**config.mk**
```make
export PLATFORM = sky130hd
export DESIGN_NAME = piso_serializer_flat
export DESIGN_NICKNAME = d
export VERILOG_FILES = /design/src/rtl/piso_serializer_if.sv /design/src/rtl/piso_serializer.sv /design/src/flat_wrapper.sv
export SDC_FILE = /design/constraint.sdc
export NUM_CORES = 1
export LEC_CHECK = 0
export ABC_CLOCK_PERIOD_IN_PS = 3000
export BUFFER_PORTS_ARGS = -buffer_cell sky130_fd_sc_hd__buf_2
export CAP_MARGIN = 20
export CORE_AREA = 10 10 47 49
export CTS_BUF_LIST = sky130_fd_sc_hd__clkbuf_8 sky130_fd_sc_hd__clkbuf_16
export DETAILED_ROUTE_END_ITERATION = 16
export DIE_AREA = 0 0 57 59
export PLACE_DENSITY_LB_ADDON = 0.12
export SLEW_MARGIN = 20
export SYNTH_ARGS = -nofsm -noshare
export SYNTH_HDL_FRONTEND = slang
export SYNTH_SLANG_ARGS = --single-unit
```
**constraint.sdc**
```tcl
create_clock -name clk -period 3 [get_ports clk]
set_input_delay 0.6 -clock clk [delete_from_list [all_inputs] [get_ports clk]]
set_output_delay 0.6 -clock clk [all_outputs]
set_load 0.1 [all_outputs]
```
**src/rtl/piso_serializer_if.sv**
```systemverilog
// Load handshake and serial output bundle for piso_serializer.
// The master drives words in and observes the stream; the slave is the serializer.
interface piso_serializer_if #(
  parameter int WIDTH = 8
) ();
  logic             load_valid;
  logic             load_ready;
  logic [WIDTH-1:0] data_in;
  logic             data_out;
  logic             out_valid;
  logic             frame_start;
  logic             done;

  modport master (
    output load_valid, data_in,
    input  load_ready, data_out, out_valid, frame_start, done
  );

  modport slave (
    input  load_valid, data_in,
    output load_ready, data_out, out_valid, frame_start, done
  );
endinterface

```
**src/rtl/piso_serializer.sv**
```systemverilog
// Parallel-in serial-out shifter: one WIDTH-bit word per WIDTH cycles, MSB or LSB first,
// with frame_start/done strobes and gap-free reload on the last bit.
module piso_serializer #(
  parameter int WIDTH     = 8,
  parameter bit MSB_FIRST = 1'b1
) (
  input  logic             clk,
  input  logic             reset,
  piso_serializer_if.slave bus
);
  localparam int CW = $clog2(WIDTH);
  localparam logic [CW-1:0] CNT_TOP = CW'(WIDTH - 1);
  localparam logic [0:0] S_IDLE  = 1'b0;
  localparam logic [0:0] S_SHIFT = 1'b1;

  logic [0:0]       r_state;
  logic [WIDTH-1:0] r_sreg;
  logic [CW-1:0]    r_cnt;

  logic             w_shift;
  logic             w_last;
  logic             w_ready;
  logic             w_accept;
  logic [WIDTH-1:0] w_sreg_next;

  assign w_shift  = (r_state == S_SHIFT);
  assign w_last   = w_shift && (r_cnt == '0);
  assign w_ready  = !w_shift || w_last;
  assign w_accept = bus.load_valid && w_ready;

  // Zero fill keeps data_out low once the word has fully drained.
  assign w_sreg_next = MSB_FIRST ? {r_sreg[WIDTH-2:0], 1'b0}
                                 : {1'b0, r_sreg[WIDTH-1:1]};

  always_ff @(posedge clk) begin
    if (reset) begin
      r_state <= S_IDLE;
      r_sreg  <= '0;
      r_cnt   <= '0;
    end else if (w_accept) begin
      r_state <= S_SHIFT;
      r_sreg  <= bus.data_in;
      r_cnt   <= CNT_TOP;
    end else if (w_shift) begin
      if (r_cnt != '0) begin
        r_sreg <= w_sreg_next;
        r_cnt  <= r_cnt - 1'b1;
      end else begin
        r_sreg  <= '0;
        r_state <= S_IDLE;
      end
    end
  end

  assign bus.load_ready  = w_ready;
  assign bus.data_out    = MSB_FIRST ? r_sreg[WIDTH-1] : r_sreg[0];
  assign bus.out_valid   = w_shift;
  assign bus.frame_start = w_shift && (r_cnt == CNT_TOP);
  assign bus.done        = w_last;
endmodule

```
**src/flat_wrapper.sv**
```systemverilog
// flat-port wrapper written by rule: the top's interface ports become plain ports
module piso_serializer_flat 
#(
  parameter int WIDTH     = 8,
  parameter bit MSB_FIRST = 1'b1
)
  (clk, reset, bus_load_valid, bus_data_in, bus_load_ready, bus_data_out, bus_out_valid, bus_frame_start, bus_done);
  piso_serializer_if #(.WIDTH(WIDTH)) bus_i ();
  input  logic clk;
  input  logic reset;
  input wire logic [$bits(bus_i.load_valid)-1:0] bus_load_valid;
  input wire logic [$bits(bus_i.data_in)-1:0] bus_data_in;
  output wire logic [$bits(bus_i.load_ready)-1:0] bus_load_ready;
  output wire logic [$bits(bus_i.data_out)-1:0] bus_data_out;
  output wire logic [$bits(bus_i.out_valid)-1:0] bus_out_valid;
  output wire logic [$bits(bus_i.frame_start)-1:0] bus_frame_start;
  output wire logic [$bits(bus_i.done)-1:0] bus_done;
  assign bus_i.load_valid = bus_load_valid;
  assign bus_i.data_in = bus_data_in;
  assign bus_load_ready = bus_i.load_ready;
  assign bus_data_out = bus_i.data_out;
  assign bus_out_valid = bus_i.out_valid;
  assign bus_frame_start = bus_i.frame_start;
  assign bus_done = bus_i.done;
  piso_serializer #(.WIDTH(WIDTH), .MSB_FIRST(MSB_FIRST)) u_core (.clk(clk), .reset(reset), .bus(bus_i));
endmodule
```
==> impl_metrics.py, run 1 <==
metrics = {
    "run_status": {
        "status": "complete, no violations",
    },
    "clocking": {
        "clockRootBuffer": "clkbuf_8",
        "post-cts-setup-buffers": 0,
        "cts.sinks": 12,
        "cts_max_path_buffers": 2,
        "cts-hold-fix-buffers": 0,
        "tritoncts": "done",
        "cts_resized": 0,
        "clk_latency_ps": 240,
        "cts_buffers": 3,
        "clkTransAtPathRegs_ps": 50,
        "htreeDepth": 1,
    },
    "logic_synthesis": {
        "netlist_area_um2": 631,
        "synthArstFlopShare_pct": 0,
        "synth_edf_count": 0,
        "synth_area_leaders": "dfxtp_1 (38%), a2111oi_2 (7.1%), ha_1 (6.0%)",
        "synthTopCellsByCount": "dfxtp_1 (12), a21oi_1 (7), nor3_1 (7)",
        "yosysTopAreaCell": "dfxtp_1",
        "synth-seq-area-share_pct": 38.1,
        "yosys_warnings": 0,
        "yosys.cell_count.top_type": "dfxtp_1",
        "synth_area_per_cell_um2": 9.01,
        "synth_top_area_share_pct": 38.1,
        "synth.distinct_cells": 25,
        "synth_nets": 84,
        "synth_seq_cells": 12,
        "syn_inst": 70,
        "yosys_most_used_dff": "dfxtp_1",
    },
    "detailed_routing": {
        "dr.pass1.iters": 4,
        "drc_errors": 0,
        "wl_per_cell_um": 15.1,
        "wirelength_mm": 1.50,
        "viasPerCell": 5.88,
        "drt_iter0_markers": 12,
        "dr_total_vias": 582,
        "antenna_left": 0,
    },
    "worst_setup_path": {
        "worstPathMaxFanout": 17,
        "crit_arrival_ps": 1850,
        "cp.required_ps": 2400,
        "end_kind": "output pin",
        "crit_type": "flip-flop to output pin",
        "start_kind": "flip-flop",
        "r2r_slack_ps": 1270,
    },
    "global_route": {
        "grt_pass1_vias": 528,
        "grt_first_pass_wirelength_mm": 2.46,
        "antenna_found_initial": 0,
        "grt_max_degree": 18,
        "grt_remaining_overflow": 0,
        "grtUsageTotal_pct": 9.31,
    },
    "sta": {
        "maxSlewHeadroom_pct": 58.3,
        "finalHoldViolCount": 0,
        "clock_skew_ps": 0.749,
        "setup_viol_count_final": 0,
        "fmax_ghz": 0.408,
        "fin_setup_tns_ps": 0,
        "tightest_slew_ps": 625,
        "grt_setup_unrepaired": "no",
        "drv_slew": 0,
        "period_minus_slack_ps": 2450,
        "finalCritPeriodShare_pct": 81.8,
    },
    "worst_hold_path": {
        "hold_class": "flip-flop to flip-flop",
    },
    "finish": {
        "antenna_cells": 0,
        "utilization_pct": 53.2,
        "drive_gt1_share_pct": 31.3,
        "multi_input_area_um2": 337,
        "final_area_um2": 746,
        "syn_to_final_growth_pct": 18.3,
        "final_nets": 98,
        "n_fill_cell": 139,
        "regArea_um2": 240,
    },
    "pwr": {
        "vdd_drop_max_v": 0.000325,
        "power.density_mw_per_mm2": 638,
        "p_leak_uw": 0.000301,
    },
    "placement": {
        "place_congestion": 0.720,
        "place_hpwl_mm": 1.06,
        "portBuffers": 15,
        "place_area_um2": 691,
    },
    "die": {
        "num_rows": 14,
        "dieWidth_um": 57,
        "io_pins": 16,
        "die_h_um": 59,
        "die-area_mm2": 0.00336,
        "coreArea_mm2": 0.00140,
        "initial_utilization_pct": 45.0,
    },
    "run": {
        "drv_cap": 0,
    },
}
logic make-up after synthesis:
| group | Yosys count | share of synthesized area, % |
|---|---|---|
| flops | 12 | 38.1 |
| fa+ha+maj | 3 | 5.95 |
| compound gates | 26 | 31.5 |
| simple gates | 18 | 15.5 |
| buf+inv | 11 | 8.93 |
path summary, 6_finish.rpt:
path / startpoint / to / cells after the start
max: u_core.bus.out_valid / bus_done / 3
min: u_core.r_sreg[0] / u_core.r_sreg[0] / 2
max reg2reg: u_core.r_cnt[0] / u_core.r_sreg[7] / 5
min reg2reg: u_core.r_sreg[0] / u_core.r_sreg[0] / 2
cell type report:
cell class	instances	area share [%]
sequential	12	32.2
multi-input combinational	47	45.1
timing repair buffer	15	10.1
inverter	5	2.52
tap	16	2.68
clock buffer	4	7.38
state kept, by name (all words and copies together), names as in the netlist:
register and flops:
u_core.bus.out_valid 1, u_core.r_cnt 3, u_core.r_sreg 8
critical path, stage by stage, from the launching register on:
cell and delay (ps):
dfxtp_1 680, inv_1 330, nor2_2 160, buf_2 430
through the flow:
step | hold WS, ps | worst slack, ps | total power [uW] | std cells
after floorplan | 432 | 200 | 284 | 70
after global placement | 451 | 866 | 302 | 95
after detailed placement | 459 | 805 | 303 | 95
after CTS | 469 | 532 | 481 | 99
after global routing | 497 | 363 | 503 | 99
final | 471 | 547 | 476 | 99
layout by cell type (no fill, tap or decap), types with 3 or more instances in the layout:
cell | Yosys | final
a2111oi_2 | 3 | 3
a21oi_1 | 7 | 7
a32oi_1 | 4 | 4
buf_2 | 3 | 15
clkbuf_8 | 0 | 4
dfxtp_1 | 12 | 12
ha_1 | 3 | 3
inv_1 | 5 | 5
nor3_1 | 7 | 7
o211ai_1 | 5 | 5
o21ai_0 | 3 | 3
layer usage:
layer	up-vias	track usage (%)	share of wire [%]
li1	288	-	-
met1	274	11.4	50
met2	18	11.3	40
met3	2	5.58	8.4
met4	0	7.05	1.6
met5	-	0	0
power by group:
group | switching, uW | internal (uW)
Clock | 60.5 | 116
Sequential | 13.1 | 174
Combinational | 80.2 | 31.7
Note: power is estimated with default switching activity, not from simulation.
==> inputs of run 2 (changes only) <==
- ABC_CLOCK_PERIOD_IN_PS: 3000 -> 2000
- CORE_AREA: 10 10 47 49 -> not set
- CORE_MARGIN: not set -> 10
- CORE_UTILIZATION: not set -> 44
- DIE_AREA: 0 0 57 59 -> not set
- clock period: 3 -> 2 ns (I/O delays scaled with it)
==> impl_metrics.py, run 2 (same netlist as run 1, synthesis figures left out) <==
metrics = {
    "finish": {
        "final_cell_mix": "buf_2 (13), dfxtp_1 (11), a21oi_1 (7), nor3_1 (7)",
        "drive_gt1_share_pct": 35.3,
        "antenna_cells": 0,
        "regMostFlops": "u_core.r_sreg",
        "final_area_um2": 797,
        "final_cells": 100,
        "n_fill_cell": 127,
        "largest_reg_flops": 8,
        "layout_commonest_cell": "buf_2",
        "syn_to_final_growth_pct": 26.4,
        "final_nets": 100,
    },
    "pwr": {
        "p_leak_uw": 0.000321,
        "vdd_drop_max_v": 0.000479,
        "power.density_mw_per_mm2": 924,
    },
    "worst_setup_path": {
        "crit_arrival_ps": 1430,
        "start_kind": "flip-flop",
        "crit_type": "flip-flop to output pin",
        "reg2reg_to": "u_core.r_cnt[1]",
        "ff2ff_path_depth": 6,
        "end_kind": "output pin",
        "cp.required_ps": 1600,
        "worstPathMaxFanout": 7,
        "r2r_start": "u_core.r_cnt[0]",
        "r2r_slack_ps": 540,
    },
    "detailed_routing": {
        "wl_per_cell_um": 14.9,
        "drt_iter0_markers": 6,
        "dr.pass1.iters": 4,
        "drc_errors": 0,
        "viasPerCell": 5.80,
        "antenna_left": 0,
        "dr_total_vias": 580,
        "wirelength_mm": 1.49,
    },
    "sta": {
        "maxSlewHeadroom_pct": 67.4,
        "finalCritPeriodShare_pct": 91.4,
        "fin_setup_tns_ps": 0,
        "holdWs_ps": 434,
        "grt_setup_unrepaired": "no",
        "tightest_slew_ps": 492,
        "setup_viol_count_final": 0,
        "period_minus_slack_ps": 1830,
        "drv_slew": 0,
        "fmax_ghz": 0.547,
        "clock_skew_ps": 1.71,
        "finalHoldViolCount": 0,
    },
    "clocking": {
        "cts_resized": 0,
        "clockRootBuffer": "clkbuf_8",
        "cts-hold-fix-buffers": 0,
        "cts_buffers": 3,
        "htreeDepth": 1,
        "tritoncts": "done",
        "cts_max_path_buffers": 2,
        "cts.sinks": 12,
        "clk_latency_ps": 240,
        "post-cts-setup-buffers": 0,
        "clkTransAtPathRegs_ps": 50,
    },
    "global_route": {
        "grt_pass1_vias": 548,
        "grt_max_degree": 18,
        "grtUsageTotal_pct": 9.21,
        "grt_remaining_overflow": 0,
        "antenna_found_initial": 0,
        "grt_first_pass_wirelength_mm": 2.46,
    },
    "die": {
        "die_h_um": 57.9,
        "num_rows": 13,
        "io_pins": 16,
        "coreArea_mm2": 0.00133,
        "die-area_mm2": 0.00335,
        "initial_utilization_pct": 47.3,
        "dieWidth_um": 57.9,
    },
    "run_status": {
        "status": "complete, no violations",
    },
    "placement": {
        "place_hpwl_mm": 1.11,
        "place_area_um2": 742,
        "place_inst": 96,
        "portBuffers": 15,
        "place_congestion": 0.784,
    },
    "worst_hold_path": {
        "hold_start": "bus_data_in[0]",
        "hold_class": "primary input to flip-flop",
        "hold_end": "u_core.r_sreg[0]",
        "hold_path_depth": 3,
    },
    "run": {
        "drv_cap": 0,
    },
}
## run 2: cell type report
cell class              count  area (um^2)  share of cell area (%)
inverters                   5         18.8                    2.35
well taps                  15         18.8                    2.35
multi-input cells          47          343                    43.0
repair buffers             17          120                    15.1
clock buffers               4         55.1                    6.91
flip-flops and latches     12          241                    30.3
## run 2: worst max-delay path by stage
stage                          from  endpoint  slack, ps  depth (start not counted)
3_5_place_dp        u_core.r_cnt[0]  bus_done        430                          6
3_3_place_gp        u_core.r_cnt[0]  bus_done        470                          6
6_report            u_core.r_cnt[0]  bus_done        170                          6
4_1_cts             u_core.r_cnt[0]  bus_done        160                          6
5_1_grt             u_core.r_cnt[0]  bus_done         70                          6
2_1_floorplan  u_core.bus.out_valid  bus_done         90                          3
## run 2: stage by stage
step	utilization [%]	worst slack, ps	total power, uW
after floorplan	-	89.7	429
after global placement	55.6	466	476
after detailed placement	55.6	434	477
after CTS	59.8	162	743
after global routing	59.8	71.0	774
final	59.8	172	736
## run 2: critical path, cell delays in order, from the launching register on
cell,delay [ps]
dfxtp_1,310
inv_1,110
ha_1,210
nand2b_1,100
buf_4,170
nor2_4,100
buf_12,180
## run 2: report_power, final
part           internal [uW]  switching (uW)  leakage (uW)  total (uW)
logic                   65.4             126      0.000193         191
clock network            174            90.1     0.0000288         264
registers                261            19.4     0.0000997         281
## run 2: routing by layer
metal / vias up / part of all wire (%) / track usage, % / wire length, um
li1: 294 / - / - / -
met1: 266 / 50 / 11.6 / 740
met2: 16 / 41 / 12.3 / 606
met3: 4 / 7.8 / 4.58 / 116
met4: 0 / 1.5 / 5.03 / 23
met5: - / 0 / 0 / 0
